==> config.mk <==
export PLATFORM = sky130hd
export DESIGN_NAME = noise_rr_scheduler
export DESIGN_NICKNAME = d
export VERILOG_FILES = /design/src/rtl/noise_rr_scheduler.sv
export SDC_FILE = /design/constraint.sdc
export NUM_CORES = 1
export LEC_CHECK = 0
export CORE_MARGIN = 2
export CORE_UTILIZATION = 30
export CTS_CLUSTER_SIZE = 28
export DETAILED_ROUTE_END_ITERATION = 10
export DONT_BUFFER_PORTS = 1
export SYNTH_ARGS = -nofsm -noshare
export SYNTH_HDL_FRONTEND = slang
export SYNTH_SLANG_ARGS = --single-unit
export TNS_END_PERCENT = 20
==> constraint.sdc <==
create_clock -name clk -period 2.33 [get_ports clk]
set_input_delay 0.699 -clock clk [delete_from_list [all_inputs] [get_ports clk]]
set_output_delay 0.699 -clock clk [all_outputs]
set_load 0.01 [all_outputs]
==> src/rtl/noise_rr_scheduler.sv <==
// noise_rr_scheduler: round-robin sharing of one noise generator; grants bursts of BURST_LEN samples, returns tagged samples
module noise_rr_scheduler #(
  parameter int N_REQ = 4,
  parameter int ID_W = 2,
  parameter int BURST_LEN = 4
) (
  input  logic               clk,
  input  logic               reset,
  input  logic [N_REQ-1:0]   req,
  input  logic [2*N_REQ-1:0] req_level,
  output logic [N_REQ-1:0]   grant,
  output logic               gen_enable,
  output logic [1:0]         gen_level,
  input  logic [15:0]        gen_noise,
  output logic               rsp_valid,
  output logic [ID_W-1:0]    rsp_id,
  output logic [15:0]        rsp_data,
  output logic               rsp_last,
  output logic               busy
);
  if (ID_W != $clog2(N_REQ)) begin : g_cfg
    $error("ID_W must equal clog2(N_REQ)");
  end
  typedef enum logic {IDLE, SERVE} state_t;
  state_t state, state_n;
  logic [ID_W-1:0] ptr, owner, winner, idx, nxt_ptr;
  logic [1:0] lvl_q;
  logic [7:0] cnt;
  logic last;
  assign last = cnt == 8'(BURST_LEN - 1);
  assign nxt_ptr = owner == ID_W'(N_REQ - 1) ? '0 : owner + 1'b1;
  assign busy = state == SERVE;
  assign gen_enable = busy && req[owner];
  assign gen_level = gen_enable ? lvl_q : 2'b00;
  always_comb begin
    winner = ptr;
    idx = '0;
    for (int k = N_REQ - 1; k >= 0; k--) begin
      idx = ID_W'((int'(ptr) + k) % N_REQ);
      winner = req[idx] ? idx : winner;
    end
  end
  always_comb begin
    state_n = state;
    if (state == IDLE) state_n = |req ? SERVE : IDLE;
    else if (!req[owner] || last) state_n = IDLE;
  end
  always_ff @(posedge clk or posedge reset) begin
    if (reset) begin
      state <= IDLE;
      ptr <= '0;
      owner <= '0;
      lvl_q <= 2'b00;
      cnt <= '0;
      grant <= '0;
      rsp_valid <= 1'b0;
      rsp_id <= '0;
      rsp_data <= '0;
      rsp_last <= 1'b0;
    end else begin
      state <= state_n;
      rsp_valid <= 1'b0;
      rsp_last <= 1'b0;
      if (state == IDLE) begin
        if (|req) begin
          owner <= winner;
          lvl_q <= req_level[{winner, 1'b0} +: 2];
          grant <= N_REQ'(1) << winner;
          cnt <= '0;
        end
      end else begin
        if (req[owner]) begin
          rsp_valid <= 1'b1;
          rsp_data <= gen_noise;
          rsp_id <= owner;
          rsp_last <= last;
          cnt <= cnt + 8'd1;
        end
        if (!req[owner] || last) begin
          grant <= '0;
          ptr <= nxt_ptr;
        end
      end
    end
  end
endmodule

== Yosys cells after proc, flatten, opt, wreduce, memory -nomap -nowiden ==
Cells that the tools add are included.
Word-level totals
  register bits: 39
  input port bits: 30
  output and inout port bits: 28
  logic and storage cells: 66
Cells by class
  add/sub/neg operators: 5
  order comparisons: 5
  equality and inequality tests: 4
  shift operators: 2
  mux-type cells: 29
  bitwise operators: 1
  reductions and logical operators: 10
Operator list (number)
  8-bit 2-to-1 mux: 3
  2-bit by 3-bit < comparator with 1-bit output (second input constant): 5
  1-bit 2-to-1 mux: 12
  2-bit 2-to-1 mux: 6
  4-bit 2-to-1 mux: 3
  1-bit binary-select mux with 2-bit select: 5
  2-bit AND reduction: 5
  8-bit by 1-bit adder with 8-bit output (second input constant): 1
  8-bit by 2-bit == test with 1-bit output (second input constant): 1
  8-bit by 4-bit indexed part select with 2-bit output: 1
  2-bit by 1-bit adder with 2-bit output (second input constant): 2
  2-bit adder (second input constant): 2
  2-bit by 1-bit inequality test with 1-bit output (second input constant): 2
  4-bit OR reduction: 1
  1-bit by 2-bit << shifter with 4-bit output (first input constant): 1
  2-bit == test (second input constant): 1
  2-bit nonzero test: 1
  1-bit logical AND: 1
  1-bit zero test: 1
  1-bit logical OR: 1
  1-bit NOT: 1

== Longest topological paths before layout ==
  depth in word-level cells: 10
  depth in mapped cells: 6
  mapped depth without buffers: 6

== Least setup slack after synthesis ==
Ideal clock, no wire load.
  kind: input port to output port
  start point: input req[3]
  end point: output gen_enable
  arrival time: 1.608 ns
  data required time: 1.631 ns
  setup slack: 0.023 ns
  stages on the path: 4
  buffers on the path: 1
  cells stage by stage: mux4_2 > nand2_2 > inv_2 > buf_2
On the way
  longest elaborated chain between the ends: 3
Ends and longest elaborated chain
  start, declared: line 9  | input logic [N_REQ-1:0] req,
  1-bit binary-select mux with 2-bit select: line 33  | assign gen_enable = busy && req[owner];
  1-bit 2-to-1 mux (implied by the code): line 33
  1-bit logical AND: line 33
  end, declared: line 12  | output logic gen_enable,
Every way passes these cells. The select of a mux whose other input is x is not followed.

== Final worst setup path ==
  start point: register owner[1]
  end point: output gen_level[0]
On the way
  longest elaborated chain between the ends: 4
Ends and longest elaborated chain
  start, declared: line 26  | logic [ID_W-1:0] ptr, owner, winner, idx, nxt_ptr;
  start signal, assigned: line 66  | owner <= winner;
  1-bit binary-select mux with 2-bit select: line 33
  1-bit 2-to-1 mux (implied by the code): line 33
  1-bit logical AND: line 33
  2-bit 2-to-1 mux: line 34  | assign gen_level = gen_enable ? lvl_q : 2'b00;
  end, declared: line 13  | output logic [1:0] gen_level,
Every way passes these cells. The select of a mux whose other input is x is not followed.

==> metrics.md <==
| Metric | Value |
|---|---|
| CP Launch Type | flip-flop |
| CTS tree | built |
| Hold_ws | 0.4086 ns |
| Diodes inserted | 0 |
| Initial antenna violation count | 0 |
| Setup CP Type | reg2out |
| First-pass DRT Iterations | 4 |
| Detailed Route WL | 3760 um |
| Nets@finish | around 230 |
| Layout cells sized above 1 | between 10% and 20% |
| Post-DR wirelength/cell | 13.87 um |
| Clock sink count | 39 |
| FF+latch count, synth | 39 |
| Leak | between 0.9 and 1 nW |
| Crit. End Element | output port |
| Worst Tran Pin Value | ~0.5 ns |
| Multi-input gate area | 752.0 um2 |
| Largest net degree at the start of global routing | 40 |
| Reg-to-reg setup timing slack | about 0.4 ns |
| Setup WS pre-CTS | 0.1377 ns |
| Vias per cell | between 4 and 5 |
| Final worst slack | slightly below 0.1 ns |
| H-tree Lvls | 2 |
| Final TNS setup | 0 ns |
| Filler cells | around 630 |
| Final hold viol count | 0 |
| PortBufs | 0 |
| CP peak stage delay | slightly below 0.6 ns |
| Fin. max-slew vios | 0 |
| Max_cap viols | 0 |
| Post-Syn Area per Cell | about 9.5 um2 |
| NetSw | between 0.001 and 0.0015 W |
| FF-to-FF Start | cnt[0] |
| Post-Syn Instances | ~190 |
| Internal Power | 0.001511 W |
| Die height | 80.99 um |
| Slew HR | between 60% and 70% |
| Area Growth Syn to Fin | 11.33% |
| Post-synthesis cell type count | 34 |
| Endpoints failing setup | 0 |
| Data required time of the worst path | about 1.6 ns |
| Post-detail-place hpwl | 2650 um |
| Reg area | 977.2 um2 |
| Total CTS buffers | 5 |
| Run status | complete, no violations |
| Final min period | ~2.2 ns |
| Row count | 28 |
| Seq/Total Area, Yosys | a little over half |
| Worst Skew | roughly 0.0045 ns |
| Syn nets | 219 |
| Top Ports | between 50 and 60 |
| YS warnings | 0 |
| DRC Markers | 0 |
| Post-DRT Antenna Nets | 0 |
| Class of the worst hold path | in2async |
| Clk root buf | clkbuf_8 |
| Drt first-iter violations | 32 |
| RSZ-0062 raised after global routing | no |
| Syn Std Cell Area | between 0.0015 and 0.002 mm2 |
| Fmax achieved | about 450 MHz |
| Crit Path Max Fanout | 5 |
| Gr ovfl total | 0 |
| Final Wtd Congestion | approximately 0.8 |
| Maximum clock path buffer count | 2 |
| Register clock-pin slew on the reported worst setup and hold paths | around 0.080 ns |
| CP max stage cell | mux4_2 |
| Crit-path cells | mux4_2, and3_1 |
| Initial Util | 30.57% |
| Reg-to-reg endpoint | ptr[1] |
| Reg2reg path depth | 5 |
| First-pass GRT wire length | roughly 6300 um |
| Vias in the first global route | 1321 |
| Gr usage total | between 10 and 15% |
| Via count | ~1.3k |
| Horiz. Die Dim | ~81 um |
| Fin crit share | a little over nine tenths |
| PwrDens | roughly 1300 mW/mm2 |
| Gate power share | 34.8% |
| Hold_buf cts | 0 |
| Seq pwr share | 48.2% |
| Sw Ratio | 42.25% |
| Core area | between 0.005 and 0.006 mm2 |
| Worst endpoint data arrival time | between 1.5 and 2 ns |
| Die ar. | roughly 0.0066 mm2 |
| Peak VDD IR | 0.5554 mV |
| Worst skew pair latency | 0.29 ns |
| Clock power share | between 10% and 20% |
layer usage:
metal | vias to the layer above | wire, um | GRT usage [%] | share of wire (%)
li1 | 638 | - | - | -
met1 | 620 | 1771 | 17.07 | 47
met2 | 48 | 1664 | 18.51 | 44
met3 | 3 | 283 | 4.333 | 7.5
met4 | 0 | 40 | 3.898 | 1.1
met5 | - | 0 | 0 | 0
flip-flops by register name, summed over array words and instances (netlist names):
register and cells:
rsp_data 16, rsp_last 1, grant 4, rsp_valid 1
lvl_q 2, busy 1, owner 2, cnt 8
ptr 2, rsp_id 2
worst max-delay path by stage:
stage	from	to	slack, ns	cells past startpoint
floorplan	req[3]	gen_enable	0.02	4
global placement	req[3]	gen_level[0]	0.14	2
detailed placement	req[3]	gen_level[0]	0.14	2
CTS	owner[1]	gen_level[0]	0.03	2
global route	owner[1]	gen_level[0]	0.05	2
finish	owner[1]	gen_level[0]	0.1	2
Yosys cell counts:
| library cell | number | share of area (%) |
|---|---|---|
| a21o_1 | 1 | 0.42 |
| a21oi_1 | 4 | 1.1 |
| a21oi_4 | 1 | 0.92 |
| a221oi_2 | 1 | 0.84 |
| a22o_1 | 1 | 0.49 |
| and2_1 | 1 | 0.35 |
| and3_1 | 3 | 1.1 |
| buf_2 | 4 | 1.1 |
| clkbuf_1 | 1 | 0.21 |
| dfrtp_1 | 39 | 55 |
| ha_1 | 2 | 1.4 |
| inv_1 | 4 | 0.84 |
| inv_2 | 3 | 0.63 |
| mux2_4 | 1 | 0.84 |
| mux2i_1 | 4 | 2.3 |
| mux4_2 | 1 | 1.3 |
| nand2_1 | 69 | 15 |
| nand2_2 | 1 | 0.35 |
| nand2b_1 | 3 | 1.1 |
| nand3_1 | 7 | 2.0 |
| nand4_1 | 2 | 0.70 |
| nor2_1 | 9 | 1.9 |
| nor2_2 | 1 | 0.35 |
| nor3b_1 | 1 | 0.42 |
| nor4_4 | 1 | 1.2 |
| o21ai_0 | 2 | 0.56 |
| o21ai_1 | 7 | 2.0 |
| o21ai_2 | 1 | 0.49 |
| o221ai_1 | 2 | 0.99 |
| o22ai_1 | 1 | 0.35 |
| o31ai_1 | 4 | 1.7 |
| o41ai_1 | 1 | 0.49 |
| or4b_4 | 1 | 0.77 |
| xor2_1 | 3 | 1.5 |
through the flow:
step / power [W] / std cells / instance area (um2) / util, %
3_5_place_dp: 0.002185 / 261 / 1878 / 32.29
5_1_grt: 0.002869 / 271 / 1979 / 34.04
4_1_cts: 0.002649 / 269 / 1964 / 33.78
6_report: 0.002617 / 271 / 1979 / 34.04
2_1_floorplan: 0.001929 / 187 / 1778 / -
3_3_place_gp: 0.002166 / 261 / 1878 / 32.29
cell families (layout without fill, tap and decap cells):
kind of cell             Yosys count  count (layout)  share of synthesized area (%)
buffers and inverters             12              21                          2.814
AND/OR/NAND/NOR                   99              99                          24.70
multiplexers                       6               6                          4.363
AO/OA/AOI/OAI                     26              26                          10.35
adder cells (fa/ha/maj)            2               2                          1.407
XOR/XNOR                           3               3                          1.478
flip-flops                        39              39                          54.89
what timing repair did:
action                                  in CTS  in global routing
pin swaps                                    0                  0
endpoints found under the setup margin       2                  2
gates resized for setup                      1                  0
buffers inserted                             0                  2
gates cloned                                 0                  0
worst max-delay path: cells and delay by family, from the launching register on:
| kind | cells | cell delay [ns] |
|---|---|---|
| muxes | 1 | 0.59 |
| DFF | 1 | 0.39 |
| and+or+nand+nor | 1 | 0.27 |
placed cells by master (no fill, tap or decap), types with 4 or more instances in the layout:
cell,n
clkbuf_8,5
nand2_1,69
o21ai_1,7
o31ai_1,4
buf_4,6
nand3_1,7
mux2i_1,4
nor2_1,9
dfrtp_1,38
a21oi_1,4
inv_1,4
cell type report:
cell class	instances	area share, %
timing repair buffer	6	2.276
clock buffer	6	3.666
sequential	39	49.37
clock inverter	2	0.6321
multi-input combinational	136	37.99
tap	75	4.741
inverter	7	1.327
power by group through the flow:
stage	sequential (W)	clock, W	combinational (W)
6_report	0.00126	0.000446	0.000910
4_1_cts	0.00127	0.000473	0.000902
5_1_grt	0.00130	0.000496	0.00107
3_3_place_gp	0.00128	0	0.000882
3_5_place_dp	0.00128	0	0.000905
2_1_floorplan	0.00121	0	0.000724
No activity file was read; power rests on OpenSTA's default activity.
